[config.mk]
export PLATFORM = sky130hd
export DESIGN_NAME = fc_layer_serializer_flat
export DESIGN_NICKNAME = d
export VERILOG_FILES = /design/src/rtl/fc_layer_serializer_pkg.sv /design/src/rtl/fc_layer_serializer_if.sv /design/src/rtl/fc_layer_serializer_vec_buf.sv /design/src/rtl/fc_layer_serializer.sv /design/src/flat_wrapper.sv
export SDC_FILE = /design/constraint.sdc
export NUM_CORES = 1
export LEC_CHECK = 0
export ABC_AREA = 1
export BUFFER_PORTS_ARGS = -buffer_cell sky130_fd_sc_hd__buf_4
export CAP_MARGIN = 30
export CORE_ASPECT_RATIO = 1.4
export CORE_MARGIN = 3
export CORE_UTILIZATION = 39
export CTS_CLUSTER_SIZE = 40
export DETAILED_ROUTE_END_ITERATION = 12
export MAX_ROUTING_LAYER = met4
export PLACE_DENSITY = 0.72
export SLEW_MARGIN = 20
export SYNTH_ARGS = -nofsm -noshare
export SYNTH_HDL_FRONTEND = slang
export SYNTH_SLANG_ARGS = --single-unit
[constraint.sdc]
create_clock -name clk -period 2 [get_ports clk]
set_input_delay 0.2 -clock clk [delete_from_list [all_inputs] [get_ports clk]]
set_output_delay 0.2 -clock clk [all_outputs]
set_load 0.02 [all_outputs]
[src/rtl/fc_layer_serializer_pkg.sv]
// fc_pkg: shared types and helpers for fc_layer_serializer.
//   state_e  : serializer FSM states (IDLE, SEND)
//   idx_w    : element index width for a given vector length
//   sext_shl : sign-extend an in_w-bit value to 64 bits, then shift left
package fc_pkg;

  typedef enum logic [0:0] {IDLE = 1'b0, SEND = 1'b1} state_e;

  function automatic int idx_w(input int n);
    return (n > 1) ? $clog2(n) : 1;
  endfunction

  // Sign extension via shift-up / arithmetic shift-down, so the
  // source width can be a parameter without variable bit selects.
  function automatic logic [63:0] sext_shl(input logic [63:0] v,
                                           input int in_w,
                                           input int shift);
    logic signed [63:0] t;
    t = signed'(v << (64 - in_w));
    t = t >>> (64 - in_w);
    return t <<< shift;
  endfunction

endpackage

[src/rtl/fc_layer_serializer_if.sv]
// fc_layer_serializer_if: bundle between an upstream FC layer (master)
// and the serializer (slave).
//   in_dat/in_valid : DIM-wide activation vector, one-cycle strobe
//   ovf_clr         : clears the sticky overflow flag
//   out_dat/out_valid/out_idx/out_last : serial element stream
//   busy            : serializer is streaming
//   ovf             : sticky, a vector was dropped
interface fc_layer_serializer_if
  import fc_pkg::*;
#(
  parameter int DIM   = 8,
  parameter int IN_W  = 8,
  parameter int OUT_W = 16,
  parameter int IDX_W = idx_w(DIM)
);
  logic [IN_W-1:0]  in_dat [DIM];
  logic             in_valid;
  logic             ovf_clr;
  logic [OUT_W-1:0] out_dat;
  logic             out_valid;
  logic [IDX_W-1:0] out_idx;
  logic             out_last;
  logic             busy;
  logic             ovf;

  modport master (output in_dat, in_valid, ovf_clr,
                  input  out_dat, out_valid, out_idx, out_last, busy, ovf);
  modport slave  (input  in_dat, in_valid, ovf_clr,
                  output out_dat, out_valid, out_idx, out_last, busy, ovf);
endinterface

[src/rtl/fc_layer_serializer_vec_buf.sv]
// fc_vec_buf: DIM x IN_W vector register.
//   clk, rst_n : clock, synchronous active-low reset (clears contents)
//   ld         : capture din on this edge
//   din        : vector to capture
//   q          : stored vector; elements are read by index at the user
module fc_vec_buf #(
  parameter int DIM  = 8,
  parameter int IN_W = 8
) (
  input  logic            clk,
  input  logic            rst_n,
  input  logic            ld,
  input  logic [IN_W-1:0] din [DIM],
  output logic [IN_W-1:0] q   [DIM]
);
  always_ff @(posedge clk) begin
    if (!rst_n)  q <= '{default: '0};
    else if (ld) q <= din;
  end
endmodule

[src/rtl/fc_layer_serializer.sv]
// fc_layer_serializer: captures a DIM-wide activation vector on a one-cycle
// strobe and replays it one element per cycle, sign-extended and shifted
// left by SHIFT, to the next layer's serial input.
//   clk, rst_n : clock, synchronous active-low reset
//   bus        : fc_layer_serializer_if.slave (vector in, serial out,
//                busy, sticky ovf with ovf_clr)
// Optional macro FC_SER_DBUF_EN adds a one-deep shadow vector so a vector
// arriving mid-stream is queued instead of dropped.
module fc_layer_serializer
  import fc_pkg::*;
#(
  parameter int DIM   = 8,
  parameter int IN_W  = 8,
  parameter int OUT_W = 16,
  parameter int SHIFT = 4,
  parameter int IDX_W = idx_w(DIM)
) (
  input  logic clk,
  input  logic rst_n,
  fc_layer_serializer_if.slave bus
);
  localparam logic [0:0] ST_IDLE = 1'(IDLE);
  localparam logic [0:0] ST_SEND = 1'(SEND);
  localparam logic [IDX_W-1:0] LAST_IDX = IDX_W'(DIM - 1);

  if (OUT_W < IN_W + SHIFT) begin : g_bad_w
    $error("fc_layer_serializer: OUT_W must be >= IN_W + SHIFT");
  end
  if (DIM < 2) begin : g_bad_dim
    $error("fc_layer_serializer: DIM must be >= 2");
  end

  logic [0:0]       state, nxt_state;
  logic [IDX_W-1:0] cnt, nxt_cnt;
  logic             at_last, ld_main, drop;
  logic [IN_W-1:0]  main_din [DIM];
  logic [IN_W-1:0]  main_q   [DIM];
  logic [IN_W-1:0]  elem;

  fc_vec_buf #(.DIM(DIM), .IN_W(IN_W)) u_main (
    .clk(clk), .rst_n(rst_n), .ld(ld_main), .din(main_din), .q(main_q)
  );

`ifdef FC_SER_DBUF_EN
  logic             pend, nxt_pend, ld_sh;
  logic [IN_W-1:0]  sh_din [DIM];
  logic [IN_W-1:0]  sh_q   [DIM];

  always_comb sh_din = bus.in_dat;

  fc_vec_buf #(.DIM(DIM), .IN_W(IN_W)) u_shadow (
    .clk(clk), .rst_n(rst_n), .ld(ld_sh), .din(sh_din), .q(sh_q)
  );
`endif

  always_comb begin
    at_last   = (state == ST_SEND) && (cnt == LAST_IDX);
    nxt_state = state;
    nxt_cnt   = cnt;
    ld_main   = 1'b0;
    drop      = 1'b0;
    main_din  = bus.in_dat;
`ifdef FC_SER_DBUF_EN
    nxt_pend  = pend;
    ld_sh     = 1'b0;
`endif
    if (state == ST_IDLE) begin
      if (bus.in_valid) begin
        ld_main   = 1'b1;
        nxt_cnt   = '0;
        nxt_state = ST_SEND;
      end
    end else if (!at_last) begin
      nxt_cnt = cnt + 1'b1;
      if (bus.in_valid) begin
`ifdef FC_SER_DBUF_EN
        if (!pend) begin
          ld_sh    = 1'b1;
          nxt_pend = 1'b1;
        end else begin
          drop = 1'b1;   // shadow keeps the older vector
        end
`else
        drop = 1'b1;
`endif
      end
    end else begin
      // Last element: chain the next vector with no bubble if one exists.
      nxt_cnt = '0;
`ifdef FC_SER_DBUF_EN
      if (pend) begin
        ld_main  = 1'b1;
        main_din = sh_q;
        ld_sh    = bus.in_valid;   // a fresh arrival refills the shadow
        nxt_pend = bus.in_valid;
      end else
`endif
      if (bus.in_valid) ld_main   = 1'b1;
      else              nxt_state = ST_IDLE;
    end
    // Element to present next cycle: element 0 of a vector being loaded now,
    // otherwise the next element of the held vector.
    elem = ld_main ? main_din[0] : main_q[nxt_cnt];
  end

  always_ff @(posedge clk) begin
    if (!rst_n) begin
      state         <= ST_IDLE;
      cnt           <= '0;
      bus.ovf       <= 1'b0;
      bus.busy      <= 1'b0;
      bus.out_valid <= 1'b0;
      bus.out_last  <= 1'b0;
      bus.out_idx   <= '0;
      bus.out_dat   <= '0;
`ifdef FC_SER_DBUF_EN
      pend          <= 1'b0;
`endif
    end else begin
      state <= nxt_state;
      cnt   <= nxt_cnt;
`ifdef FC_SER_DBUF_EN
      pend  <= nxt_pend;
`endif
      if (drop)             bus.ovf <= 1'b1;
      else if (bus.ovf_clr) bus.ovf <= 1'b0;
      bus.busy      <= (nxt_state == ST_SEND);
      bus.out_valid <= (nxt_state == ST_SEND);
      bus.out_last  <= (nxt_state == ST_SEND) && (nxt_cnt == LAST_IDX);
      bus.out_idx   <= (nxt_state == ST_SEND) ? nxt_cnt : '0;
      bus.out_dat   <= (nxt_state == ST_SEND) ?
                       OUT_W'(sext_shl(64'(elem), IN_W, SHIFT)) : '0;
    end
  end
endmodule

[src/flat_wrapper.sv]
// flat-port wrapper written by rule: the top's interface ports become plain ports
module fc_layer_serializer_flat import fc_pkg::*;
#(
  parameter int DIM   = 8,
  parameter int IN_W  = 8,
  parameter int OUT_W = 16,
  parameter int SHIFT = 4,
  parameter int IDX_W = idx_w(DIM)
)
  (clk, rst_n, bus_in_dat, bus_in_valid, bus_ovf_clr, bus_out_dat, bus_out_valid, bus_out_idx, bus_out_last, bus_busy, bus_ovf);
  fc_layer_serializer_if #(.DIM(DIM), .IN_W(IN_W), .OUT_W(OUT_W), .IDX_W(IDX_W)) bus_i ();
  input  logic clk;
  input  logic rst_n;
  input wire logic [$bits(bus_i.in_dat)-1:0] bus_in_dat;
  input wire logic [$bits(bus_i.in_valid)-1:0] bus_in_valid;
  input wire logic [$bits(bus_i.ovf_clr)-1:0] bus_ovf_clr;
  output wire logic [$bits(bus_i.out_dat)-1:0] bus_out_dat;
  output wire logic [$bits(bus_i.out_valid)-1:0] bus_out_valid;
  output wire logic [$bits(bus_i.out_idx)-1:0] bus_out_idx;
  output wire logic [$bits(bus_i.out_last)-1:0] bus_out_last;
  output wire logic [$bits(bus_i.busy)-1:0] bus_busy;
  output wire logic [$bits(bus_i.ovf)-1:0] bus_ovf;
  assign bus_i.in_dat = {>>{bus_in_dat}};
  assign bus_i.in_valid = bus_in_valid;
  assign bus_i.ovf_clr = bus_ovf_clr;
  assign bus_out_dat = bus_i.out_dat;
  assign bus_out_valid = bus_i.out_valid;
  assign bus_out_idx = bus_i.out_idx;
  assign bus_out_last = bus_i.out_last;
  assign bus_busy = bus_i.busy;
  assign bus_ovf = bus_i.ovf;
  fc_layer_serializer #(.DIM(DIM), .IN_W(IN_W), .OUT_W(OUT_W), .SHIFT(SHIFT), .IDX_W(IDX_W)) u_core (.clk(clk), .rst_n(rst_n), .bus(bus_i));
endmodule
Word level (Yosys, flattened, before mapping)
Cells that the tools add are included.
Cells by class
  reduce and logical (&&, ||, !) cells: 4
  eq/ne operators: 2
  order comparisons: 1
  bitwise logic cells: 1
  muxes and demuxes: 16
  add/sub/neg operators: 1
Operator list (count)
  $bmux 8 s3: 1
  $mux 8: 3
  $mux 1: 9
  $mux 3: 3
  $eq 3x3->1 const B: 2
  $ge 4x4->1 const B: 1
  $not 3->4: 1
  $add 3x1->3 const B: 1
  $logic_and 1x1->1: 2
  $reduce_and 2->1: 1
  $reduce_bool 2->1: 1
Storage, ports and cells
  output and inout bits: 23
  word-level logic and storage cells: 40
  register bits after elaboration: 85
  bits of input ports: 68

Logic depth before layout (Yosys ltp)
  depth in word-level cells: 9
  gate-level depth with buffers: 12
  depth with buffers taken out: 11

Cells and area by module
Synthesis repeated with hierarchy kept, for this count alone.
Unflattened totals
  cells, all modules: 634
  area, all modules: 4037.6 um^2
Modules (own cells, without submodules)
  fc_vec_buf: seq. area each 1281.2 um^2, cells each 405, area each 2670.1 um^2, times used 1
  fc_layer_serializer: seq. area each 340.3 um^2, cells each 229, area each 1367.6 um^2, times used 1

Worst setup path after synthesis
Ideal clock, no wire load.
  kind: reg-to-reg
  from: reg u_core.cnt[0]
  to: reg u_core.bus.out_dat[10]
  setup slack: 0.322 ns
  clock period less this slack: 1.678 ns
  path buffers: 1
  required time: 1.868 ns
  setup time: 0.132 ns
  cell stages (with the launch flop): 12
  arrival: 1.546 ns
  path through: dfxtp_1 > ha_1 > ha_1 > nor2_1 > nand2_2 > nand2_2 > buf_2 > nand2_1 > nand3_1 > nand3_1 > nand3_1 > a21oi_1
Between the ends
  cells in the longest elaborated chain, start to end: 9
  elaborated cells between the ends (all ways): 16
  classes of those cells: add/sub (1); eq/ne (1); mux (11); bitwise (1); reduce/logical (2)
RTL lines
  from (decl): line fc_layer_serializer.sv:34  | logic [IDX_W-1:0] cnt, nxt_cnt;
  from (signal assigned): line fc_layer_serializer.sv:121  | cnt <= nxt_cnt;
  parallel branches: the longest is 9 deep, another holds $add 3x1->3
  to (signal assigned): line fc_layer_serializer.sv:131  | bus.out_dat <= (nxt_state == ST_SEND) ?
  to (decl): line fc_layer_serializer_if.sv:29  | output out_dat, out_valid, out_idx, out_last, busy, ovf);
Several ways; the timed one is not identified. The select of a mux whose other input is x is not followed.
A chain may end at the register's enable or synchronous reset.

Worst setup path in the final report
  from: reg u_core.cnt[0]
  to: reg u_core.bus.out_dat[11] (netlist name)
Between the ends
  cells in the longest elaborated chain, start to end: 9
  elaborated cells between the ends (all ways): 16
  classes of those cells: add/sub (1); eq/ne (1); mux (11); bitwise (1); reduce/logical (2)
RTL lines
  parallel branches: the longest is 9 deep, another holds $add 3x1->3
Several ways; the timed one is not identified. The select of a mux whose other input is x is not followed.

==> impl_metrics.tcl <==
set metrics [dict create \
    status "finished clean" \
    fin_nets 623 \
    yosys.area_share.simple_pct 20.97 \
    worstPathRequired_ps 2210 \
    multi_input_area_mm2 0.001471 \
    routed_wl_um 9977 \
    syn-instance-count 484 \
    synthMuxAreaShare_pct 0 \
    ys_seq_area_share_pct 45.14 \
    antenna_found_initial 0 \
    cts_tree "yes" \
    dp_hpwl_um 6895 \
    min_period_over_period_pct 93.00 \
    dr.pass1.iters 4 \
    diodes 0 \
    drive_above_1_share_pct 22.40 \
    clk_pin_slew_worst_paths_ps 60 \
    cts_resized 0 \
    htree_levels 3 \
    fin_skew_ps 4.525 \
    postCtsHoldBufs 0 \
    slew_violations 0 \
    synth_top_family_by_area "simple AND/OR/NAND/NOR gates" \
    fin_tns_setup_ps 0 \
    layout_common_cells "buf_4 (91), dfxtp_1 (81), a21oi_1 (74), nand3_1 (72), inv_1 (64)" \
    io_pins 91 \
    coreArea_mm2 0.008758 \
    die_width_um 87.11 \
    critical_path_depth 11 \
    cp_num_buf_inv 1 \
    cp.arrival_ps 2070 \
    gp_congestion 0.8548 \
    cts_root_buffer "clkbuf_16" \
    ys_ff_latch 81 \
    ff2ff_path_depth 11 \
    yosys_warnings 0 \
    core.rowCount 40 \
    n_fill_cell 853 \
    synthesis.area_mm2 0.003592 \
    p_total_mw 4.287 \
    power_leakage_nw 2.074 \
    overflow 0 \
    start_util_pct 41.01 \
    area_growth_pct 28.46 \
    final_common_cell "buf_4" \
    crit_path_cell_trace "ha_1 > ha_1 > nor2_1 > nand2_2 > nand2_4 > buf_12 > nand2_1 > nand3_1 > nand3_1 > nand3_1 > a21oi_1" \
    cts.sinks 81 \
    synth_top_area_share_pct 45.14 \
    cap_violations 0 \
    fmaxAchievable_ghz 0.5377 \
    rsz0062_at_grt "no" \
    cpLargestDelayFamily "simple AND/OR/NAND/NOR gates" \
    grt_max_degree 81 \
    cts_setup_buffers 0 \
    portBuffers 86 \
    syn_area_per_cell_um2 7.422 \
    clk_latency_ps 340 \
    p_per_area_mw_per_mm2 929.0 \
    yosysTopAreaCell "dfxtp_1" \
    irDropWorstVdd_uv 511.8 \
    drt-initial-drc-count 245 \
    vias_per_cell 5.084 \
    min_period_ps 1860 \
    hold_violations 0 \
    cp_common_cell "nand3_1" \
    die_area_mm2 0.01041 \
    grt_pass1_vias 3277 \
    start_kind "flop" \
    synth_compound_area_share_pct 18.67 \
    grt_usage_pct 19.47 \
    crit_path_max_fanout 15 \
    post_drt_wl_per_cell_um 15.05 \
    critical_path_class "flop to flop" \
    hp-class "input pin to flop" \
    cts-buffers-inserted 9 \
    grt_pass1_wl_um 15340 \
    dr_total_vias 3371 \
    ant_nets 0 \
    synth_area_leaders "dfxtp_1 (45%), a21oi_1 (10%), nand3_1 (10%), o21ai_0 (7.8%), inv_1 (6.7%)" \
    synthAdderAreaFrac_pct 0.6966 \
    drc_errors 0 \
    clock_path_buffers 2 \
    die_height_um 119.6 \
    cp_slowest_cell "dfxtp_1" \
    yosys.area_share.xor_xnor_pct 0 \
    hold_path_depth 4 \
    regArea_mm2 0.001622 \
    cp_slowest_stage_delay_ps 350 \
    setup-violations-final 0 \
    yosysUniqueCellTypes 23 \
    cp-end-kind "flop" \
]
## cells by family after synthesis
logic type      count (synthesis)
simple gates                  158
compound gates                131
buf+inv                       111
flops                          81
fa+ha+maj                       2
other cells                     1
## where the power goes
part	switching [mW]	internal, mW
Clock	0.620	1.16
Sequential	0.0401	1.73
Combinational	0.426	0.307
Total	1.09	3.20
## cell type report
| cell class | count | share of cell area, % |
|---|---|---|
| clock inverters | 2 | 1.302 |
| multi-input cells | 295 | 31.89 |
| clock buffers | 14 | 5.721 |
| well taps | 105 | 2.847 |
| flip-flops and latches | 81 | 35.14 |
| repair buffers | 97 | 17.43 |
| inverters | 69 | 5.667 |
## state kept, by name (all words and copies together) (netlist names)
signal / count
u_core.bus.ovf: 1
u_core.bus.out_idx: 3
u_core.bus.out_dat: 8
u_core.bus.out_valid: 1
u_core.cnt: 3
u_core.u_main.q: 64
u_core.bus.out_last: 1
## metrics by stage
step / hold slack (ps) / instance area [um2] / instances / util (%) / setup WS [ps]
after floorplan: 343.1 / 3603 / 487 / - / 321.7
after global placement: 443.0 / 4229 / 645 / 48.29 / 195.7
after detailed placement: 446.8 / 4229 / 645 / 48.29 / 151.7
after CTS: 113.9 / 4553 / 661 / 51.99 / 110.5
after global routing: 138.3 / 4614 / 663 / 52.69 / 8.733
final: 113.5 / 4614 / 663 / 52.69 / 140.1
## worst register-to-register path: stages (launching register included)
cell	delay [ps]
dfxtp_1	350
ha_1	220
ha_1	230
nor2_1	130
nand2_2	90
nand2_4	130
buf_12	150
nand2_1	60
nand3_1	80
nand3_1	110
nand3_1	130
a21oi_1	70
## per-layer routing
metal  global-route usage (%)  up-vias  wire length (um)
met4                    9.501        0               302
met5                        -        -                 0
met3                    3.228       23               558
met2                    33.08      111              5217
li1                         -     1706                 -
met1                    21.81     1531              3898
## synthesized netlist by cell type (all sizes together)
cell     n
dfxtp   81
a21oi   74
nand3   72
inv     69
nand2   68
o21ai   56
buf     32
clkbuf  10
nor2     9
nand3b   8
ha       2
conb     1
nor4     1
o22ai    1
## path summary, 6_finish.rpt
check             slack [ps]                           endpoint                            start
hold reg to reg          450    u_core.u_main.q[9]$_SDFFE_PN0P_  u_core.u_main.q[9]$_SDFFE_PN0P_
setup / recovery         140  u_core.bus.out_dat[11]$_SDFF_PN0_         u_core.cnt[0]$_SDFF_PN0_
setup reg to reg         140  u_core.bus.out_dat[11]$_SDFF_PN0_         u_core.cnt[0]$_SDFF_PN0_
hold / removal           110        u_core.bus.ovf$_SDFFE_PN0P_                      bus_ovf_clr
No activity file was read; power rests on OpenSTA's default activity.
